===== src/rtl/id_ex_stage.sv =====
// ID/EX pipeline register with load-use hazard detection, bubble insertion
// and saturating bubble / illegal-opcode counters.
module id_ex_stage #(
   parameter int unsigned XLEN  = 32,
   parameter int unsigned CNT_W = 16
) (
   input  logic             clk,
   input  logic             rst,
   input  logic             id_valid,
   input  logic [6:0]       id_opcode,
   input  logic [2:0]       id_funct3,
   input  logic             id_funct7b5,
   input  logic [4:0]       id_rs1,
   input  logic [4:0]       id_rs2,
   input  logic [4:0]       id_rd,
   input  logic [XLEN-1:0]  id_pc,
   input  logic [XLEN-1:0]  id_rs1_data,
   input  logic [XLEN-1:0]  id_rs2_data,
   input  logic [XLEN-1:0]  id_imm,
   input  logic [1:0]       id_alu_op,
   input  logic             id_reg_write,
   input  logic             id_alu_src,
   input  logic             id_mem_read,
   input  logic             id_mem_write,
   input  logic             id_mem_to_reg,
   input  logic             id_jump,
   input  logic             id_jalr,
   input  logic             id_branch,
   input  logic             id_lui,
   input  logic             ex_flush,
   input  logic             ex_hold,
   output logic             hazard_stall,
   output logic             ex_valid,
   output logic [6:0]       ex_opcode,
   output logic [2:0]       ex_funct3,
   output logic             ex_funct7b5,
   output logic [4:0]       ex_rs1,
   output logic [4:0]       ex_rs2,
   output logic [4:0]       ex_rd,
   output logic [XLEN-1:0]  ex_pc,
   output logic [XLEN-1:0]  ex_rs1_data,
   output logic [XLEN-1:0]  ex_rs2_data,
   output logic [XLEN-1:0]  ex_imm,
   output logic [1:0]       ex_alu_op,
   output logic             ex_reg_write,
   output logic             ex_alu_src,
   output logic             ex_mem_read,
   output logic             ex_mem_write,
   output logic             ex_mem_to_reg,
   output logic             ex_jump,
   output logic             ex_jalr,
   output logic             ex_branch,
   output logic             ex_lui,
   output logic             illegal_op,
   output logic [CNT_W-1:0] bubble_cnt,
   output logic [CNT_W-1:0] illegal_cnt
);

   typedef struct packed {
      logic [6:0]      opcode;
      logic [2:0]      funct3;
      logic            funct7b5;
      logic [4:0]      rs1;
      logic [4:0]      rs2;
      logic [4:0]      rd;
      logic [XLEN-1:0] pc;
      logic [XLEN-1:0] rs1_data;
      logic [XLEN-1:0] rs2_data;
      logic [XLEN-1:0] imm;
      logic [1:0]      alu_op;
      logic            reg_write;
      logic            alu_src;
      logic            mem_read;
      logic            mem_write;
      logic            mem_to_reg;
      logic            jump;
      logic            jalr;
      logic            branch;
      logic            lui;
   } ex_bundle_t;

   ex_bundle_t       ex_d, ex_q, id_bundle;
   logic             ex_valid_d, ex_valid_q;
   logic             illegal_op_d, illegal_op_q;
   logic [CNT_W-1:0] bubble_cnt_d, bubble_cnt_q;
   logic [CNT_W-1:0] illegal_cnt_d, illegal_cnt_q;
   logic             legal, uses_rs1, uses_rs2, load_use;

   always_comb begin
      legal    = 1'b0;
      uses_rs1 = 1'b0;
      uses_rs2 = 1'b0;
      unique case (id_opcode)
         7'd51, 7'd35, 7'd99: begin
            legal    = 1'b1;
            uses_rs1 = 1'b1;
            uses_rs2 = 1'b1;
         end
         7'd19, 7'd3, 7'd103: begin
            legal    = 1'b1;
            uses_rs1 = 1'b1;
         end
         7'd111, 7'd55, 7'd23: legal = 1'b1;
         default: ;
      endcase
   end

   assign load_use = ex_valid_q & ex_q.mem_read & (ex_q.rd != 5'd0) & id_valid &
                     ((uses_rs1 & (ex_q.rd == id_rs1)) | (uses_rs2 & (ex_q.rd == id_rs2)));

   // Flush kills the ID instruction, so there is nothing left to stall for.
   assign hazard_stall = ~ex_flush & (ex_hold | load_use);

   always_comb begin
      id_bundle = '{opcode: id_opcode, funct3: id_funct3, funct7b5: id_funct7b5,
                    rs1: id_rs1, rs2: id_rs2, rd: id_rd, pc: id_pc,
                    rs1_data: id_rs1_data, rs2_data: id_rs2_data, imm: id_imm,
                    alu_op: id_alu_op, reg_write: id_reg_write, alu_src: id_alu_src,
                    mem_read: id_mem_read, mem_write: id_mem_write,
                    mem_to_reg: id_mem_to_reg, jump: id_jump, jalr: id_jalr,
                    branch: id_branch, lui: id_lui};
   end

   always_comb begin
      logic count_bubble;
      count_bubble  = 1'b0;
      ex_d          = '0;
      ex_valid_d    = 1'b0;
      illegal_op_d  = 1'b0;
      illegal_cnt_d = illegal_cnt_q;
      if (ex_flush) begin
         count_bubble = 1'b1;
      end else if (ex_hold) begin
         ex_d       = ex_q;
         ex_valid_d = ex_valid_q;
      end else if (load_use) begin
         count_bubble = 1'b1;
      end else if (id_valid && !legal) begin
         count_bubble = 1'b1;
         illegal_op_d = 1'b1;
         if (illegal_cnt_q != '1) illegal_cnt_d = illegal_cnt_q + CNT_W'(1);
      end else if (id_valid) begin
         ex_d       = id_bundle;
         ex_valid_d = 1'b1;
      end
      bubble_cnt_d = bubble_cnt_q;
      if (count_bubble && bubble_cnt_q != '1) bubble_cnt_d = bubble_cnt_q + CNT_W'(1);
   end

   always_ff @(posedge clk or posedge rst) begin
      if (rst) begin
         ex_q          <= '0;
         ex_valid_q    <= 1'b0;
         illegal_op_q  <= 1'b0;
         bubble_cnt_q  <= '0;
         illegal_cnt_q <= '0;
      end else begin
         ex_q          <= ex_d;
         ex_valid_q    <= ex_valid_d;
         illegal_op_q  <= illegal_op_d;
         bubble_cnt_q  <= bubble_cnt_d;
         illegal_cnt_q <= illegal_cnt_d;
      end
   end

   assign ex_valid      = ex_valid_q;
   assign ex_opcode     = ex_q.opcode;
   assign ex_funct3     = ex_q.funct3;
   assign ex_funct7b5   = ex_q.funct7b5;
   assign ex_rs1        = ex_q.rs1;
   assign ex_rs2        = ex_q.rs2;
   assign ex_rd         = ex_q.rd;
   assign ex_pc         = ex_q.pc;
   assign ex_rs1_data   = ex_q.rs1_data;
   assign ex_rs2_data   = ex_q.rs2_data;
   assign ex_imm        = ex_q.imm;
   assign ex_alu_op     = ex_q.alu_op;
   assign ex_reg_write  = ex_q.reg_write;
   assign ex_alu_src    = ex_q.alu_src;
   assign ex_mem_read   = ex_q.mem_read;
   assign ex_mem_write  = ex_q.mem_write;
   assign ex_mem_to_reg = ex_q.mem_to_reg;
   assign ex_jump       = ex_q.jump;
   assign ex_jalr       = ex_q.jalr;
   assign ex_branch     = ex_q.branch;
   assign ex_lui        = ex_q.lui;
   assign illegal_op    = illegal_op_q;
   assign bubble_cnt    = bubble_cnt_q;
   assign illegal_cnt   = illegal_cnt_q;

endmodule


===== config.mk =====
export PLATFORM = sky130hd
export DESIGN_NAME = id_ex_stage
export DESIGN_NICKNAME = d
export VERILOG_FILES = /design/src/rtl/id_ex_stage.sv
export SDC_FILE = /design/constraint.sdc
export NUM_CORES = 1
export LEC_CHECK = 0
export BUFFER_PORTS_ARGS = -buffer_cell sky130_fd_sc_hd__buf_4
export CAP_MARGIN = 20
export CORE_AREA = 2 2 146 148
export CTS_CLUSTER_DIAMETER = 200
export CTS_CLUSTER_SIZE = 14
export DETAILED_ROUTE_END_ITERATION = 12
export DIE_AREA = 0 0 148 150
export GPL_TIMING_DRIVEN = 0
export PLACE_DENSITY_LB_ADDON = 0.05
export SYNTH_ARGS = -nofsm -noshare
export SYNTH_HDL_FRONTEND = slang
export SYNTH_SLANG_ARGS = --single-unit

===== constraint.sdc =====
create_clock -name clk -period 5.8 [get_ports clk]
set_input_delay 0.29 -clock clk [delete_from_list [all_inputs] [get_ports clk]]
set_output_delay 0.29 -clock clk [all_outputs]
set_load 0.02 [all_outputs]

==> impl_results.md, run 1 <==
- Status: complete, no violations
- Fillers: 1787
- Vias: 6068
- Mapped Nets: 703
- All-Layer GR Usage: 21.1%
- Most frequent cells in the layout: buf_4, dfrtp_1, a22o_1
- Final antenna-violating net count: 0
- RSZ-0062 raised after global routing: no
- CP Launch Type: flip-flop
- Slowest stage delay, CP: 0.57 ns
- Buf/Inv on CP: 1
- CTS tree: yes
- Register area: 4980 sq um
- H-tree Lvls: 4
- CP Max Fanout: 5
- Initial antenna violation count: 0
- Rel. slew slack: 51.6%
- Hold-fix buffers at CTS: 1
- Post-CTS Setup Inserts: 0
- CP top delay family: simple AND/OR/NAND/NOR gates
- Routability cong.: 0.777
- Max-cap viol count: 0
- Post-synthesis sequential area ratio: 65.9%
- Worst Max-Slew Pin Slew: 0.721 ns
- Post-Route WL: 23900 um
- Clk buf depth: 2
- IO Pins: 370
- Number of global-route vias before repair: 6396
- Final setup vio count: 0
- Nets: 1093
- Min Tclk post-route: 2.41 ns
- Dpl cells: 1176
- Synth Area per Inst: 14.2 sq um
- Ys Warns: 0
- Critical path type: reg -> out
- Clock tree root buffer cell: clkbuf_16
- Clock-pin slew on the worst setup and hold paths: 0.08 ns
- Die Wd: 148 um
- Clock Skews: 0.0132 ns
- Core area: 20700 sq um
- First-pass GRT wire length: 36100 um
- Distinct cells, synth: 34
- Finished Layout Cells: 1209
- Num rows: 53
- Leakage: 5.97 nW
- Commonest non-fill, non-tap cell in the layout: buf_4
- Syn Std Cell Area: 7550 sq um
- Detailed Routing Iterations Pass 1: 4
- Die area: 22200 sq um
- Drt initial violations: 249
- Port bufs: 369
- Critical Path RT: 5.51 ns
- Largest net degree at the start of global routing: 132
- Most used cell, CP: nor2_1
- Final core occ: 54.6%
- TritonCTS buffer count: 17
- Max-slew violation count: 0
- Resized cells post-CTS: 0
- Multi-input logic area: 2300 sq um
- Vias per inst: 5.02
- Worst-skew pair later-pin latency: 0.44 ns
- Mapped Cells: 531
- CTS sink cnt: 199
- Dpl hpwl: 17900 um
- Die Y-Extent: 150 um
- Worst VDD drop: 0.000175 V
- DRC viols: 0
- Hold Vio Cnt, Final: 0
- Number of synthesized register bits: 199
- Diodes inserted: 0
- Final period util: 41.6%
- Grt total ovfl: 0
- Cell chain of the critical path: or4_1 > o211a_1 > o21a_1 > nor2_1 > nor2_1 > buf_4
- Area Growth Syn to Fin: 49.6%
- Data arrival, critical path: 2.12 ns
- Pre-CTS setup slack: 3.32 ns
- WL per Instance: 19.8 um
- Layout cells sized above 1: 45.7%
- Initial Util: 36.5%
- Min Hold Slack: 0.0668 ns
- Crit end category: primary output
- F_max: 415 MHz
- PwrDens: 270 nW/um^2
- Final worst setup slack: 3.39 ns
- Type of the tightest min-delay check: in -> reg
- Slowest-stage cell, CP: or4_1
==> synthesized netlist by cell type <==
master,instances,area [sq um]
dfrtp_1,199,4980
a22o_1,163,1430
xnor2_1,31,272
clkbuf_1,19,71.3
nand3_1,12,60.1
and3_1,10,62.6
buf_6,10,113
nand2_1,10,37.5
nand4_1,10,62.6
xor2_1,9,78.8
buf_4,7,52.6
inv_1,6,22.5
and2_1,5,31.3
nor2_1,5,18.8
nor3_1,4,20.0
a21o_1,3,22.5
a21oi_1,3,15.0
and4_1,3,26.3
buf_2,2,10.0
ha_1,2,25.0
mux2_2,2,22.5
nand2b_1,2,12.5
nand3b_1,2,15.0
o21ai_0,2,10.0
a2111oi_0,1,8.76
a21oi_2,1,8.76
a31oi_1,1,6.26
nor2b_1,1,6.26
nor3_2,1,10.0
o211a_1,1,10.0
o211ai_1,1,7.51
o21a_1,1,7.51
o31ai_2,1,12.5
or4_1,1,7.51
==> stage by stage <==
step | total power [mW] | TNS [ns] | area, sq um
floorplan | 1.69 | 0 | 7550
global placement | 1.90 | -363.59 | 10700
detailed placement | 1.92 | 0 | 10700
CTS | 3.09 | 0 | 11300
global route | 3.19 | 0 | 11300
finish | 3.05 | 0 | 11300
==> kinds of logic (layout without fill, tap and decap cells) <==
family / count (synthesis) / count (layout) / share of synthesized area [%]
fa+ha+maj: 2 / 2 / 0.331
simple gates: 66 / 66 / 4.90
flops: 199 / 199 / 65.9
xor+xnor: 40 / 40 / 4.64
mux: 2 / 2 / 0.298
buf+inv: 44 / 447 / 3.56
compound gates: 178 / 178 / 20.3
==> area by class of cell <==
type / instances / area share (%)
clock buffers: 21 / 4.25
multi-input cells: 288 / 20.4
clock inverters: 11 / 0.952
flip-flops and latches: 199 / 44.1
repair buffers: 371 / 24.8
plain buffers: 38 / 2.18
inverters: 6 / 0.266
well taps: 275 / 3.04
==> report_power, final <==
part / internal, mW / leakage [nW] / switching (mW)
clock: 0.612 / 0.281 / 0.559
combinational: 0.192 / 2.93 / 0.201
sequential: 1.44 / 2.75 / 0.0543
total: 2.24 / 5.97 / 0.815
==> path summary, 6_finish.rpt <==
path / from / end / slack [ns] / cells after the start
min in group asynchronous: rst / ex_imm[12] / 0.44 / 3
worst min register to register: ex_opcode[0] / ex_opcode[0] / 0.48 / 1
worst max register to register: ex_rd[1] / ex_rs1[4] / 3.44 / 7
worst min-delay path: id_rs1_data[11] / ex_rs1_data[11] / 0.07 / 2
max in group asynchronous: rst / ex_rd[0] / 4.30 / 4
worst max-delay path: ex_rd[1] / hazard_stall / 3.39 / 6
==> routing by layer <==
| metal | global-route usage [%] | wire (um) | up-vias |
|---|---|---|---|
| li1 | - | - | 2765 |
| met1 | 25.7 | 9620 | 3000 |
| met2 | 35.9 | 11900 | 271 |
| met3 | 7.01 | 1940 | 32 |
| met4 | 6.10 | 481 | 0 |
| met5 | 0 | 0 | - |
Note: power is estimated with default switching activity, not from simulation.
==> run 2: changes to the inputs <==
- clock period: 5.8 -> 1.9 ns (I/O delays scaled with it)
==> run 2 against run 1 <==
The run now ends with setup timing left. Sequential power increased to 3.0 times the previous value. Design area increased by 21%. Worst hold slack improved by 0.044 ns. Sequential share of layout area decreased by 7.6 points. Core utilization increased by 12 points. Critical path type is now reg -> reg. Highest routed layer unchanged.
==> impl_results.md, run 2 (synthesis results as in run 1) <==
- Status: complete, but fails checks (was complete, no violations)
- Violated checks: setup timing
- Final period util: 115%
- Setup TNS: -40.25 ns (was 0 ns)
- Fillers: 1537 (was 1787)
- Die Wd: 148 um (unchanged)
- Clock Skews: 0.0142 ns (was 0.0132 ns)
- Vias per inst: 4.99 (was 5.02)
- Register area: 4990 sq um (was 4980 sq um)
- Final antenna-violating net count: 0 (unchanged)
- Power share of the clock group: 36.5% (was 38.3%)
- CTS tree: yes (unchanged)
- Critical Path RT: 2.27 ns (was 5.51 ns)
- Min-delay src: id_valid (was id_rs1_data[11])
- Grt total ovfl: 0 (unchanged)
- Met2 routed WL: 13800 um (was 11900 um)
- Slowest-stage cell, CP: or4_4 (was or4_1)
- Net Sw Frac: 26.6% (was 26.7%)
- H-tree Lvls: 4 (unchanged)
- Critical path type: reg -> reg (was reg -> out)
- Slowest stage delay, CP: 0.53 ns (was 0.57 ns)
- Min Tclk post-route: 2.18 ns
- First-pass GRT wire length: 41300 um (was 36100 um)
- Cell chain of the critical path: or4_4 > o211a_1 > o21a_1 > nor3_4 > buf_12 > buf_16 > buf_8 > a22o_1 (was or4_1 > o211a_1 > o21a_1 > nor2_1 > nor2_1 > buf_4)
- Leakage: 6.95 nW (was 5.97 nW)
- Rel. slew slack: 53.7% (was 51.6%)
- Hold Vio Cnt, Final: 0 (unchanged)
- Multi-input logic area: 2470 sq um (was 2300 sq um)
- Met3 WL post-DR: 1800 um (was 1940 um)
- TritonCTS buffer count: 17 (unchanged)
- Max-slew violation count: 0 (unchanged)
- CP Max Fanout: 10 (was 5)
- Largest net degree at the start of global routing: 40 (was 132)
- Reg2reg setup slack: -0.28 ns (was 3.44 ns)
- Worst VDD drop: 0.000608 V (was 0.000175 V)
- Worst Max-Slew Pin Slew: 0.695 ns (was 0.721 ns)
- Worst hold stages: 3 (was 2)
- Dpl hpwl: 18600 um (was 17900 um)
- Clk buf depth: 2 (unchanged)
- Layout cells sized above 1: 43.3% (was 45.7%)
- Clock tree root buffer cell: clkbuf_16 (unchanged)
- Initial antenna violation count: 0 (unchanged)
- Clock-pin slew on the worst setup and hold paths: 0.08 ns (about the same)
- Post-Route WL: 27400 um (was 23900 um)
- Sequential share of power: 46.6% (was 48.8%)
- Hold Path Sink: illegal_op (was ex_rs1_data[11])
- PwrDens: 711 nW/um^2 (was 270 nW/um^2)
- Cell area after layout: 13700 sq um (was 11300 sq um)
- Num rows: 53 (unchanged)
- Post-DP Area: 10800 sq um (was 10700 sq um)
- Min Hold Slack: 0.111 ns (was 0.0668 ns)
- Most frequent cells in the layout: buf_4, dfrtp_1, dlygate4sd3_1 (was buf_4, dfrtp_1, a22o_1)
- Data arrival, critical path: 2.54 ns (was 2.12 ns)
- Crit end category: flip-flop (was primary output)
- Port bufs: 369 (unchanged)
- Routability cong.: 0.824 (was 0.777)
- CTS sink cnt: 199 (unchanged)
- RSZ-0062 raised after global routing: yes (was no)
- WL per Instance: 19.5 um (was 19.8 um)
- Drt initial violations: 270 (was 249)
- Beginning of the worst register-to-register path: ex_rd[1] (unchanged)
- Number of global-route vias before repair: 7361 (was 6396)
- Die Y-Extent: 150 um (unchanged)
- Max-cap viol count: 0 (unchanged)
- Commonest non-fill, non-tap cell in the layout: buf_4 (unchanged)
- F_max: 459 MHz
- Core area: 20700 sq um (unchanged)
- DRC viols: 0 (unchanged)
- Die area: 22200 sq um (unchanged)
- Area Growth Syn to Fin: 81.2% (was 49.6%)
- Max Used Layer: met4 (unchanged)
- P_sw: 2.59 mW (was 0.815 mW)
- Pint: 7.15 mW (was 2.24 mW)
- Initial Util: 36.5% (unchanged)
- IO Pins: 370 (unchanged)
- Final setup vio count: 183 (was 0)
- Combinational Power Share: 16.8% (was 12.9%)
- All-Layer GR Usage: 24.0% (was 21.1%)
- Nets: 1292 (was 1093)
- Detailed Routing Iterations Pass 1: 6 (was 4)
- CP Launch Type: flip-flop (unchanged)
- Reg2Reg Depth: 8 (was 7)
- Vias: 7027 (was 6068)
- Met1 Routed Length: 11100 um (was 9620 um)
- Final worst setup slack: -0.277 ns (was 3.39 ns)
- Worst R2R End: ex_pc[11] (was ex_rs1[4])
- Worst-skew pair later-pin latency: 0.43 ns (was 0.44 ns)
- Type of the tightest min-delay check: in -> reg (unchanged)
[run 2: layout make-up]
class | instances | share of cell area [%]
Antenna cell | 1 | 0.0183
Inverter | 6 | 0.192
Timing Repair Buffer | 571 | 36.1
Clock buffer | 18 | 3.21
Clock inverter | 13 | 0.978
Multi-Input combinational cell | 288 | 18.0
Sequential cell | 199 | 36.4
Buffer | 37 | 2.58
Tap cell | 275 | 2.51
[run 2: how the worst max path moves through the flow]
stage / start / end / cells past startpoint
floorplan: rst / bubble_cnt[0] / 1
global placement: rst / ex_rs2_data[5] / 2
detailed placement: ex_rd[1] / ex_rs2_data[5] / 7
CTS: ex_rd[1] / hazard_stall / 6
global route: ex_rd[2] / ex_rs2_data[14] / 8
finish: ex_rd[1] / ex_pc[11] / 8
[run 2: layer usage]
layer  global-route usage [%]  up-vias
met5                        0        -
met4                     8.57        0
met3                     5.85       42
met2                     41.3      270
met1                     29.5     3527
li1                         -     3188
[run 2: worst max-delay path, delay by kind of cell (launching register included)]
kind            cells  cell delay [ns]
compound gates      3             0.53
buf+inv             3             0.46
simple gates        2             0.69
flops               1             0.42
[run 2: what timing repair did]
action	CTS	global route
hold endpoints to repair	187	0
endpoints found under the setup margin	196	189
setup buffers	19	4
pin swaps	64	53
hold buffers	164	0
cloned	10	2
gates resized for setup	63	19
[run 2: power groups by stage]
stage	clock (mW)	combinational [mW]	sequential, mW
2_1_floorplan	0	0.394	4.78
3_3_place_gp	0	1.19	4.62
3_5_place_dp	0	1.24	4.62
4_1_cts	3.64	1.61	4.53
5_1_grt	3.85	1.75	4.56
6_report	3.56	1.64	4.54
[run 2: per-stage QoR]
stage / setup WS (ns) / power [mW] / std cells / utilization [%]
global placement: -1.85 / 5.82 / 1175 / 51.8
global route: -0.352 / 10.2 / 1407 / 66.2
detailed placement: -0.365 / 5.86 / 1180 / 52.3
CTS: -0.291 / 9.78 / 1403 / 65.4
finish: -0.277 / 9.74 / 1408 / 66.2
floorplan: -0.769 / 5.17 / 531 / -
==> run 3: changes to the inputs <==
==> constraint.sdc (replaced) <==
create_clock -name clk -period 1.9 [get_ports clk]
set_input_delay 0.19 -clock clk [delete_from_list [all_inputs] [get_ports clk]]
set_output_delay 0.19 -clock clk [all_outputs]
set_load 0.02 [all_outputs]
==> run 3 against run 2 <==
The flow still finishes with violations (setup timing). Clock power hardly changed. Global-route usage up 0.38 points. Sequential cell count stayed put. Sequential share of layout area decreased by 0.28 points. Cell count fell by 0.14%. Critical path type unchanged. Critical endpoint is now ex_rs1[4].
==> impl_results.md, run 3 (synthesis results as in run 1) <==
- Status: complete, but fails checks (unchanged)
- Violated checks: setup timing (unchanged)
- First-pass GRT wire length: 41600 um (was 41300 um)
- Worst Max-Slew Pin Slew: 0.763 ns (was 0.695 ns)
- CTS tree: yes (unchanged)
- Max-slew violation count: 0 (unchanged)
- Critical path type: reg -> reg (unchanged)
- Critical Path RT: 2.25 ns (was 2.27 ns)
- Sequential share of power: 46.6% (about the same)
- Type of the tightest min-delay check: in -> reg (unchanged)
- Beginning of the worst register-to-register path: ex_rd[1] (unchanged)
- Post-Route WL: 28100 um (was 27400 um)
- Setup TNS: -46.02 ns (was -40.25 ns)
- All-Layer GR Usage: 24.4% (was 24.0%)
- RSZ-0062 raised after global routing: yes (unchanged)
- Vias: 6968 (was 7027)
- Min Tclk post-route: 2.26 ns (was 2.18 ns)
- Clock Skews: 0.0128 ns (was 0.0142 ns)
- H-tree Lvls: 4 (unchanged)
- Port bufs: 369 (unchanged)
- CP Max Fanout: 7 (was 10)
- Clk buf depth: 2 (unchanged)
- Leakage: 7.01 nW (was 6.95 nW)
- Rel. slew slack: 49.1% (was 53.7%)
- Drt initial violations: 289 (was 270)
- Final setup vio count: 183 (unchanged)
- PwrDens: 706 nW/um^2 (was 711 nW/um^2)
- Pint: 7.14 mW (was 7.15 mW)
- Clock tree root buffer cell: clkbuf_16 (unchanged)
- Worst-skew pair later-pin latency: 0.43 ns (about the same)
- IO Pins: 370 (unchanged)
- Total chip power: 9.73 mW (was 9.74 mW)
- Min-delay src: id_rs2_data[14] (was id_valid)
- Clock-pin slew on the worst setup and hold paths: 0.07 ns (was 0.08 ns)
- CTS sink cnt: 199 (unchanged)
- Final period util: 119% (was 115%)
- Power share of the clock group: 36.6% (was 36.5%)
- Initial antenna violation count: 1 (was 0)
- Nets: 1290 (was 1292)
- Core area: 20700 sq um (unchanged)
- Area Growth Syn to Fin: 82.6% (was 81.2%)
- TritonCTS buffer count: 17 (unchanged)
- Die Wd: 148 um (unchanged)
- Combinational Power Share: 16.7% (was 16.8%)
- P_sw: 2.59 mW (about the same)
- Crit end category: flip-flop (unchanged)
- Dpl hpwl: 18600 um (unchanged)
- Die Y-Extent: 150 um (unchanged)
- Most frequent cells in the layout: buf_4, dfrtp_1, a22o_1 (was buf_4, dfrtp_1, dlygate4sd3_1)
- Grt total ovfl: 0 (unchanged)
- Die area: 22200 sq um (unchanged)
- Initial Util: 36.5% (unchanged)
- WL per Instance: 20.0 um (was 19.5 um)
- Num rows: 53 (unchanged)
- Vias per inst: 4.96 (was 4.99)
- Commonest non-fill, non-tap cell in the layout: buf_4 (unchanged)
- Largest net degree at the start of global routing: 40 (unchanged)
- Final antenna-violating net count: 0 (unchanged)
- Data arrival, critical path: 2.61 ns (was 2.54 ns)
- Layout cells sized above 1: 44.6% (was 43.3%)
- Net Sw Frac: 26.6% (about the same)
- Worst VDD drop: 0.000607 V (was 0.000608 V)
- Number of global-route vias before repair: 7312 (was 7361)
- Hold Vio Cnt, Final: 0 (unchanged)
- Final worst setup slack: -0.360 ns (was -0.277 ns)
- CP Launch Type: flip-flop (unchanged)
- Pre-CTS setup slack: -0.365 ns (unchanged)
- Worst Setup SP: ex_rd[1] (unchanged)
- F_max: 442 MHz (was 459 MHz)
- Routability cong.: 0.824 (unchanged)
- Detailed Routing Iterations Pass 1: 6 (unchanged)
- Max-cap viol count: 0 (unchanged)
- DRC viols: 0 (unchanged)
-- run 3: what timing repair did --
item	CTS	global route
gates resized for setup	59	42
hold buffers	144	1
hold endpoints to repair	167	1
endpoints found under the setup margin	196	189
buffers inserted	26	15
pin swaps	63	118
cloned	17	4
-- run 3: path summary, 6_finish.rpt --
path | end | slack [ns] | depth (start not counted)
worst max register to register | ex_rs1[4] | -0.36 | 9
worst min-delay path | ex_rs2_data[14] | 0.01 | 2
worst min register to register | ex_opcode[0] | 0.47 | 1
max in group asynchronous | ex_rd[1] | 0.57 | 5
min in group asynchronous | ex_imm[14] | 0.42 | 3
worst max-delay path | ex_rs1[4] | -0.36 | 9
-- run 3: per-layer routing --
layer,share of wire [%],vias up,GRT usage [%],routed length (um)
li1,-,3181,-,-
met1,40,3486,29.7,11300
met2,51,262,41.9,14200
met3,6.9,37,6.68,1940
met4,2.2,2,8.43,629
met5,0.039,-,0,11
-- run 3: layout make-up --
type                            instances  area (sq um)
Fill cell                            1508          6900
Multi-Input combinational cell        288          2450
Tap cell                              275           344
Antenna cell                            1          2.50
Clock buffer                           18           439
Timing Repair Buffer                  578          5210
Inverter                                6          26.3
Buffer                                 28           200
Sequential cell                       199          4980
Clock inverter                         13           134
-- run 3: power groups by stage --
stage                     Combinational [mW]  Sequential (mW)  Clock (mW)
final                                   1.63             4.54        3.57
after global routing                    1.74             4.56        3.85
after CTS                               1.58             4.53        3.64
after detailed placement                1.24             4.62           0
after global placement                  1.19             4.62           0
after floorplan                        0.394             4.78           0
-- run 3: metrics by stage --
stage	std cells	utilization [%]	hold WS, ns	instance area [sq um]
2_1_floorplan	531	-	0.330	7600
5_1_grt	1405	66.7	0.000747	13800
3_5_place_dp	1180	52.3	0.319	10800
6_report	1406	66.7	0.00986	13800
4_1_cts	1398	65.8	0.0000292	13600
3_3_place_gp	1175	51.8	0.414	10700
-- run 3: critical path: stages (launching register included) --
cell     delay, ns
dfrtp_2       0.42
or4_4         0.53
o211a_1       0.24
o21a_1        0.16
nor3_4        0.16
buf_12        0.17
buf_12        0.15
buf_6         0.11
buf_16        0.10
a22o_1        0.13
